**src/rtl/sonic_pkg.sv**
```systemverilog
// ============================================================================
// Module      : sonic_pkg
// Description : Shared types, FSM encoding and rotation helpers for the SONIC
//               round-key schedule.
// Revision    : 1.0 - initial release
// ============================================================================
`default_nettype none

package sonic_pkg;

    typedef logic [63:0]  sonic_word_t;
    typedef logic [255:0] sonic_key_t;

    typedef enum logic [1:0] {
        ST_IDLE = 2'd0,
        ST_PRE  = 2'd1,
        ST_EMIT = 2'd2,
        ST_DONE = 2'd3
    } ks_state_e;

    localparam int KS_ROT_A = 3;
    localparam int KS_ROT_B = 11;

    function automatic sonic_word_t rotl(input sonic_word_t x, input int n);
        return (x << n) | (x >> (64 - n));
    endfunction

endpackage

`default_nettype wire

```
**src/rtl/sonic_ks_step.sv**
```systemverilog
// ============================================================================
// Module      : sonic_ks_step
// Description : Combinational forward (and, with SONIC_KS_DEC_EN, inverse)
//               key-state step.
// Revision    : 1.0 - initial release
// ============================================================================
`default_nettype none

module sonic_ks_step
    import sonic_pkg::*;
(
    input  sonic_word_t k0_i,
    input  sonic_word_t k1_i,
    input  sonic_word_t k2_i,
    input  sonic_word_t k3_i,
    input  logic [7:0]  rc_i,
`ifdef SONIC_KS_DEC_EN
    input  logic        inv_i,
`endif
    output sonic_word_t k0_o,
    output sonic_word_t k1_o,
    output sonic_word_t k2_o,
    output sonic_word_t k3_o
);

    sonic_word_t w_rc;

    assign w_rc = {56'b0, rc_i};

    always_comb begin
        k0_o = k1_i;
        k1_o = k2_i;
        k2_o = k3_i;
        k3_o = k0_i ^ rotl(k3_i, KS_ROT_A) ^ rotl(k2_i, KS_ROT_B) ^ w_rc;
`ifdef SONIC_KS_DEC_EN
        // Undo a forward step: the word shifted out is recovered from the new k3.
        if (inv_i) begin
            k1_o = k0_i;
            k2_o = k1_i;
            k3_o = k2_i;
            k0_o = k3_i ^ rotl(k2_i, KS_ROT_A) ^ rotl(k1_i, KS_ROT_B) ^ w_rc;
        end
`endif
    end

endmodule

`default_nettype wire

```
**src/rtl/sonic_key_schedule.sv**
```systemverilog
// ============================================================================
// Module      : sonic_key_schedule
// Description : Sequential SONIC round-key generator with valid/ready output.
//               Define SONIC_KS_DEC_EN to build reverse (decrypt) key order.
// Revision    : 1.0 - initial release
// ============================================================================
`default_nettype none

module sonic_key_schedule
    import sonic_pkg::*;
#(
    parameter int ROUNDS = 24
) (
    input  logic        clk,
    input  logic        rst,
    input  logic        start_i,
    input  sonic_key_t  key_in_i,
`ifdef SONIC_KS_DEC_EN
    input  logic        dec_i,
`endif
    output logic        busy_o,
    output logic        rk_valid_o,
    input  logic        rk_ready_i,
    output sonic_word_t rk_o,
    output logic [7:0]  rk_idx_o,
    output logic        done_o
);

    localparam logic [7:0] c_last_idx = 8'(ROUNDS - 1);
    localparam logic [7:0] c_pre_last = 8'(ROUNDS - 2);

    ks_state_e   state_q, state_d;
    logic [7:0]  i_q, i_d;
    sonic_word_t k0_q, k1_q, k2_q, k3_q;
    sonic_word_t k0_d, k1_d, k2_d, k3_d;
    sonic_word_t w_k0_nx, w_k1_nx, w_k2_nx, w_k3_nx;
    logic [7:0]  w_rc;

`ifdef SONIC_KS_DEC_EN
    logic dec_q, dec_d;
    logic w_inv;

    // PRE always runs forward; only emission in decrypt order walks backwards.
    assign w_inv = dec_q && (state_q == ST_EMIT);
    assign w_rc  = w_inv ? (i_q - 8'd1) : i_q;
`else
    assign w_rc  = i_q;
`endif

    sonic_ks_step u_step (
        .k0_i  (k0_q),
        .k1_i  (k1_q),
        .k2_i  (k2_q),
        .k3_i  (k3_q),
        .rc_i  (w_rc),
`ifdef SONIC_KS_DEC_EN
        .inv_i (w_inv),
`endif
        .k0_o  (w_k0_nx),
        .k1_o  (w_k1_nx),
        .k2_o  (w_k2_nx),
        .k3_o  (w_k3_nx)
    );

    always_ff @(posedge clk) begin
        if (rst) begin
            state_q <= ST_IDLE;
            i_q     <= 8'd0;
            k0_q    <= '0;
            k1_q    <= '0;
            k2_q    <= '0;
            k3_q    <= '0;
`ifdef SONIC_KS_DEC_EN
            dec_q   <= 1'b0;
`endif
        end else begin
            state_q <= state_d;
            i_q     <= i_d;
            k0_q    <= k0_d;
            k1_q    <= k1_d;
            k2_q    <= k2_d;
            k3_q    <= k3_d;
`ifdef SONIC_KS_DEC_EN
            dec_q   <= dec_d;
`endif
        end
    end

    always_comb begin
        state_d = state_q;
        i_d     = i_q;
        k0_d    = k0_q;
        k1_d    = k1_q;
        k2_d    = k2_q;
        k3_d    = k3_q;
`ifdef SONIC_KS_DEC_EN
        dec_d   = dec_q;
`endif
        case (state_q)
            ST_IDLE: begin
                if (start_i) begin
                    {k3_d, k2_d, k1_d, k0_d} = key_in_i;
                    i_d     = 8'd0;
                    state_d = ST_EMIT;
`ifdef SONIC_KS_DEC_EN
                    dec_d = dec_i;
                    if (dec_i) state_d = ST_PRE;
`endif
                end
            end
`ifdef SONIC_KS_DEC_EN
            ST_PRE: begin
                {k3_d, k2_d, k1_d, k0_d} = {w_k3_nx, w_k2_nx, w_k1_nx, w_k0_nx};
                i_d = i_q + 8'd1;
                if (i_q == c_pre_last) state_d = ST_EMIT;
            end
`endif
            ST_EMIT: begin
                if (rk_ready_i) begin
`ifdef SONIC_KS_DEC_EN
                    if (dec_q) begin
                        if (i_q == 8'd0) begin
                            state_d = ST_DONE;
                        end else begin
                            {k3_d, k2_d, k1_d, k0_d} = {w_k3_nx, w_k2_nx, w_k1_nx, w_k0_nx};
                            i_d = i_q - 8'd1;
                        end
                    end else
`endif
                    begin
                        if (i_q == c_last_idx) begin
                            state_d = ST_DONE;
                        end else begin
                            {k3_d, k2_d, k1_d, k0_d} = {w_k3_nx, w_k2_nx, w_k1_nx, w_k0_nx};
                            i_d = i_q + 8'd1;
                        end
                    end
                end
            end
            ST_DONE: state_d = ST_IDLE;
            default: state_d = ST_IDLE;
        endcase
    end

    always_comb begin
        busy_o     = (state_q != ST_IDLE);
        rk_valid_o = (state_q == ST_EMIT);
        done_o     = (state_q == ST_DONE);
        rk_o       = k0_q;
        rk_idx_o   = i_q;
    end

endmodule

`default_nettype wire

```
**config.mk**
```make
export PLATFORM = sky130hd
export DESIGN_NAME = sonic_key_schedule
export DESIGN_NICKNAME = d
export VERILOG_FILES = /design/src/rtl/sonic_pkg.sv /design/src/rtl/sonic_ks_step.sv /design/src/rtl/sonic_key_schedule.sv
export SDC_FILE = /design/constraint.sdc
export NUM_CORES = 1
export LEC_CHECK = 0
export ABC_AREA = 1
export CAP_MARGIN = 30
export CORE_ASPECT_RATIO = 1.4
export CORE_MARGIN = 4
export CORE_UTILIZATION = 30
export CTS_CLUSTER_SIZE = 16
export DETAILED_ROUTE_END_ITERATION = 7
export DONT_BUFFER_PORTS = 1
export PLACE_DENSITY = 0.45
export SYNTH_ARGS = -nofsm -noshare
export SYNTH_HDL_FRONTEND = slang
export SYNTH_SLANG_ARGS = --single-unit
```
**constraint.sdc**
```tcl
create_clock -name clk -period 2.6 [get_ports clk]
set_clock_uncertainty 0.15 [all_clocks]
set_input_delay 0.39 -clock clk [delete_from_list [all_inputs] [get_ports clk]]
set_output_delay 0.39 -clock clk [all_outputs]
set_load 0.03 [all_outputs]
```
==> results_dict.tcl <==
set metrics [dict create \
    fmax_ghz 0.414 \
    synthesis.nets 2560 \
    final_cell_mix "nand2_1 (736), nor2_1 (460), dfxtp_1 (266)" \
    yosys-top-cells-area "dfxtp_1 (37%), nand2_1 (19%), nor2_1 (12%), o21ai_0 (8.7%), inv_1 (3.9%)" \
    drive_gt1_share_pct 3.28 \
    htree_levels 1 \
    synth_area_per_cell_um2 6.20 \
    worst_path_max_delay_cell "dfxtp_1" \
    yosysTopAreaCellShare_pct 37.3 \
    rsz0062_at_grt "false" \
    crit_path_cell_trace "inv_1 > nand2_4 > clkinv_8 > buf_12" \
    route.detailed.drc 0 \
    grt_max_degree 189 \
    start_util_pct 30.3 \
    dieArea_mm2 0.0511 \
    post_cts_buffers 0 \
    startpoint "state_q[0]" \
    ant_nets 0 \
    crit_buf_inv 3 \
    cp-start-kind "register" \
    p_per_area_mw_per_mm2 681 \
    setup_viol 0 \
    endpoint "rk_valid_o" \
    power_frac_comb_pct 22.5 \
    power_switching_share_pct 33.6 \
    num-fill-cells 5095 \
    port_buffers 0 \
    clk_latency_ns 0.57 \
    grt_pass1_vias 13953 \
    critPathKind "reg2out" \
    io-pin-count 335 \
    worstReg2RegStart "rk_idx_o[0]" \
    seqPwrFrac_pct 42.7 \
    slew_headroom_pct 48.7 \
    ys_seq_elements 266 \
    cpPeakStageDelay_ns 0.42 \
    layout_commonest_cell "nand2_1" \
    wl_um 51800 \
    track_usage_pct 19.6 \
    drtPass1Iterations 5 \
    vias 14248 \
    p_int_mw 8.15 \
    fin_nets 2709 \
    worst_pin_slew_ns 0.770 \
    ir_drop_mv 0.518 \
    drt_iter0_drc 753 \
    power_frac_clock_pct 34.8 \
    required_ns 2.06 \
    holdWs_ns 0.0212 \
    maxCapViolCount 0 \
    avgViaCountPerCell 4.61 \
    syn_to_final_growth_pct 26.4 \
    timing.rr.end "k3_q[34]" \
    crit_path_end_kind "output pin" \
    ys_types 27 \
    cts-buffers-inserted 31 \
    synth_top_area_cell "dfxtp_1" \
    switching_power_mw 4.12 \
    syn-instance-count 2299 \
    maxSlewViolCount 0 \
    hold_violations 0 \
    cp_top_family "buffers and inverters" \
    reg2reg_depth 8 \
    clkTransAtPathRegs_ns 0.06 \
    p_leak_nw 8.41 \
    clock-sinks 266 \
    grt-ovfl-total 0 \
    min_path_type "in2reg" \
    fin_util_pct 38.3 \
    status "completed" \
    grt_pass1_wl_um 79900 \
    synth-seq-area-share_pct 37.3 \
    die_h_um 266 \
    netlist_area_mm2 0.0143 \
    antenna_found_initial 1 \
    path_depth 4 \
    tns_ns 0 \
    hpwl_um 35000 \
    core-area_mm2 0.0470 \
    hold_depth 4 \
    wl_per_cell_um 16.8 \
    yosys_warnings 0 \
    placementRows 94 \
    die_w_um 192 \
    arrival_ns 1.87 \
    path_max_fanout 81 \
    r2r_slack_ns 0.35 \
    cts_tree "done" \
    gp_congestion 0.816 \
    period_share_pct 92.9 \
    root_buffer "clkbuf_16" \
    finalCriticalPeriod_ns 2.41 \
    cts_buffer_depth 3 \
]
-- cell families after synthesis --
family                   after synthesis  share of synthesized area (%)
buffers and inverters                297                           9.44
flip-flops                           266                           37.3
AO/OA/AOI/OAI                        310                           11.3
XOR/XNOR                              75                           4.61
AND/OR/NAND/NOR                     1350                           37.3
adder cells (fa/ha/maj)                1                         0.0877
-- cell type report --
type	count	area [um2]	share of cell area, %
Multi-Input combinational cell	1736	7610	42.2
Sequential cell	266	5330	29.6
Timing Repair Buffer	260	2740	15.2
Clock buffer	46	912	5.06
Tap cell	624	781	4.33
Inverter	153	599	3.33
Clock inverter	6	55.1	0.306
Antenna cell	1	2.50	0.0139
-- layer usage --
layer,vias to the layer above,track usage (%),part of all wire (%)
met5,-,0,0
met3,89,3.51,5.3
li1,7413,-,-
met2,367,34.5,50
met1,6379,23.8,41
met4,0,7.40,3.8
-- through the flow --
stage / total power, mW / cell area (um2) / worst slack (ns) / cells
after floorplan: 7.09 / 14300 / 0.540 / 2299
after global placement: 7.79 / 14700 / 0.443 / 2807
after global routing: 13.1 / 18000 / 0.0239 / 3092
after detailed placement: 7.83 / 14700 / 0.389 / 2807
after CTS: 12.5 / 18000 / 0.0838 / 3091
final: 12.3 / 18000 / 0.186 / 3092
-- state kept, by name (all words and copies together) (netlist names) --
signal and cells:
k2_q 64, rk_o 64, rk_idx_o 8, k3_q 64, k1_q 64, state_q 2
-- cell usage after synthesis (all sizes together) --
cell type,number
a21oi,40
and2,37
buf,93
clkbuf,51
clkinv,1
dfxtp,266
ha,1
inv,152
nand2,738
nand3,111
nand3b,1
nor2,461
nor4,1
o211ai,21
o21ai,249
or2,1
xnor2,46
xor2,29
-- tightest hold or removal path, delay by kind of cell --
| family | cells | cell delay, ns |
|---|---|---|
| AOI/OAI and AO/OA | 1 | 0.08 |
| and+or+nand+nor | 3 | 0.22 |
-- worst min-delay path by stage --
| stage | from | to | slack, ns |
|---|---|---|---|
| floorplan | k1_q[0] | k1_q[0] | 0.30 |
| global placement | k1_q[62] | k1_q[62] | 0.31 |
| detailed placement | k1_q[60] | k1_q[60] | 0.32 |
| CTS | rst | rk_idx_o[5] | 0.001 |
| global route | rst | rk_idx_o[3] | 0.02 |
| finish | key_in_i[51] | rk_o[51] | 0.02 |
-- power by group through the flow --
stage	Clock, mW	Combinational [mW]	Sequential, mW
2_1_floorplan	0	1.94	5.15
5_1_grt	4.58	3.18	5.31
3_5_place_dp	0	2.48	5.34
4_1_cts	4.42	2.80	5.26
3_3_place_gp	0	2.46	5.33
6_report	4.27	2.76	5.24
-- timing repair --
item | CTS | global route
hold endpoints to repair | 235 | 0
hold buffers | 232 | 0
setup endpoints to repair | 0 | 1
gates resized for setup | 0 | 1
No activity file was read; power rests on OpenSTA's default activity.
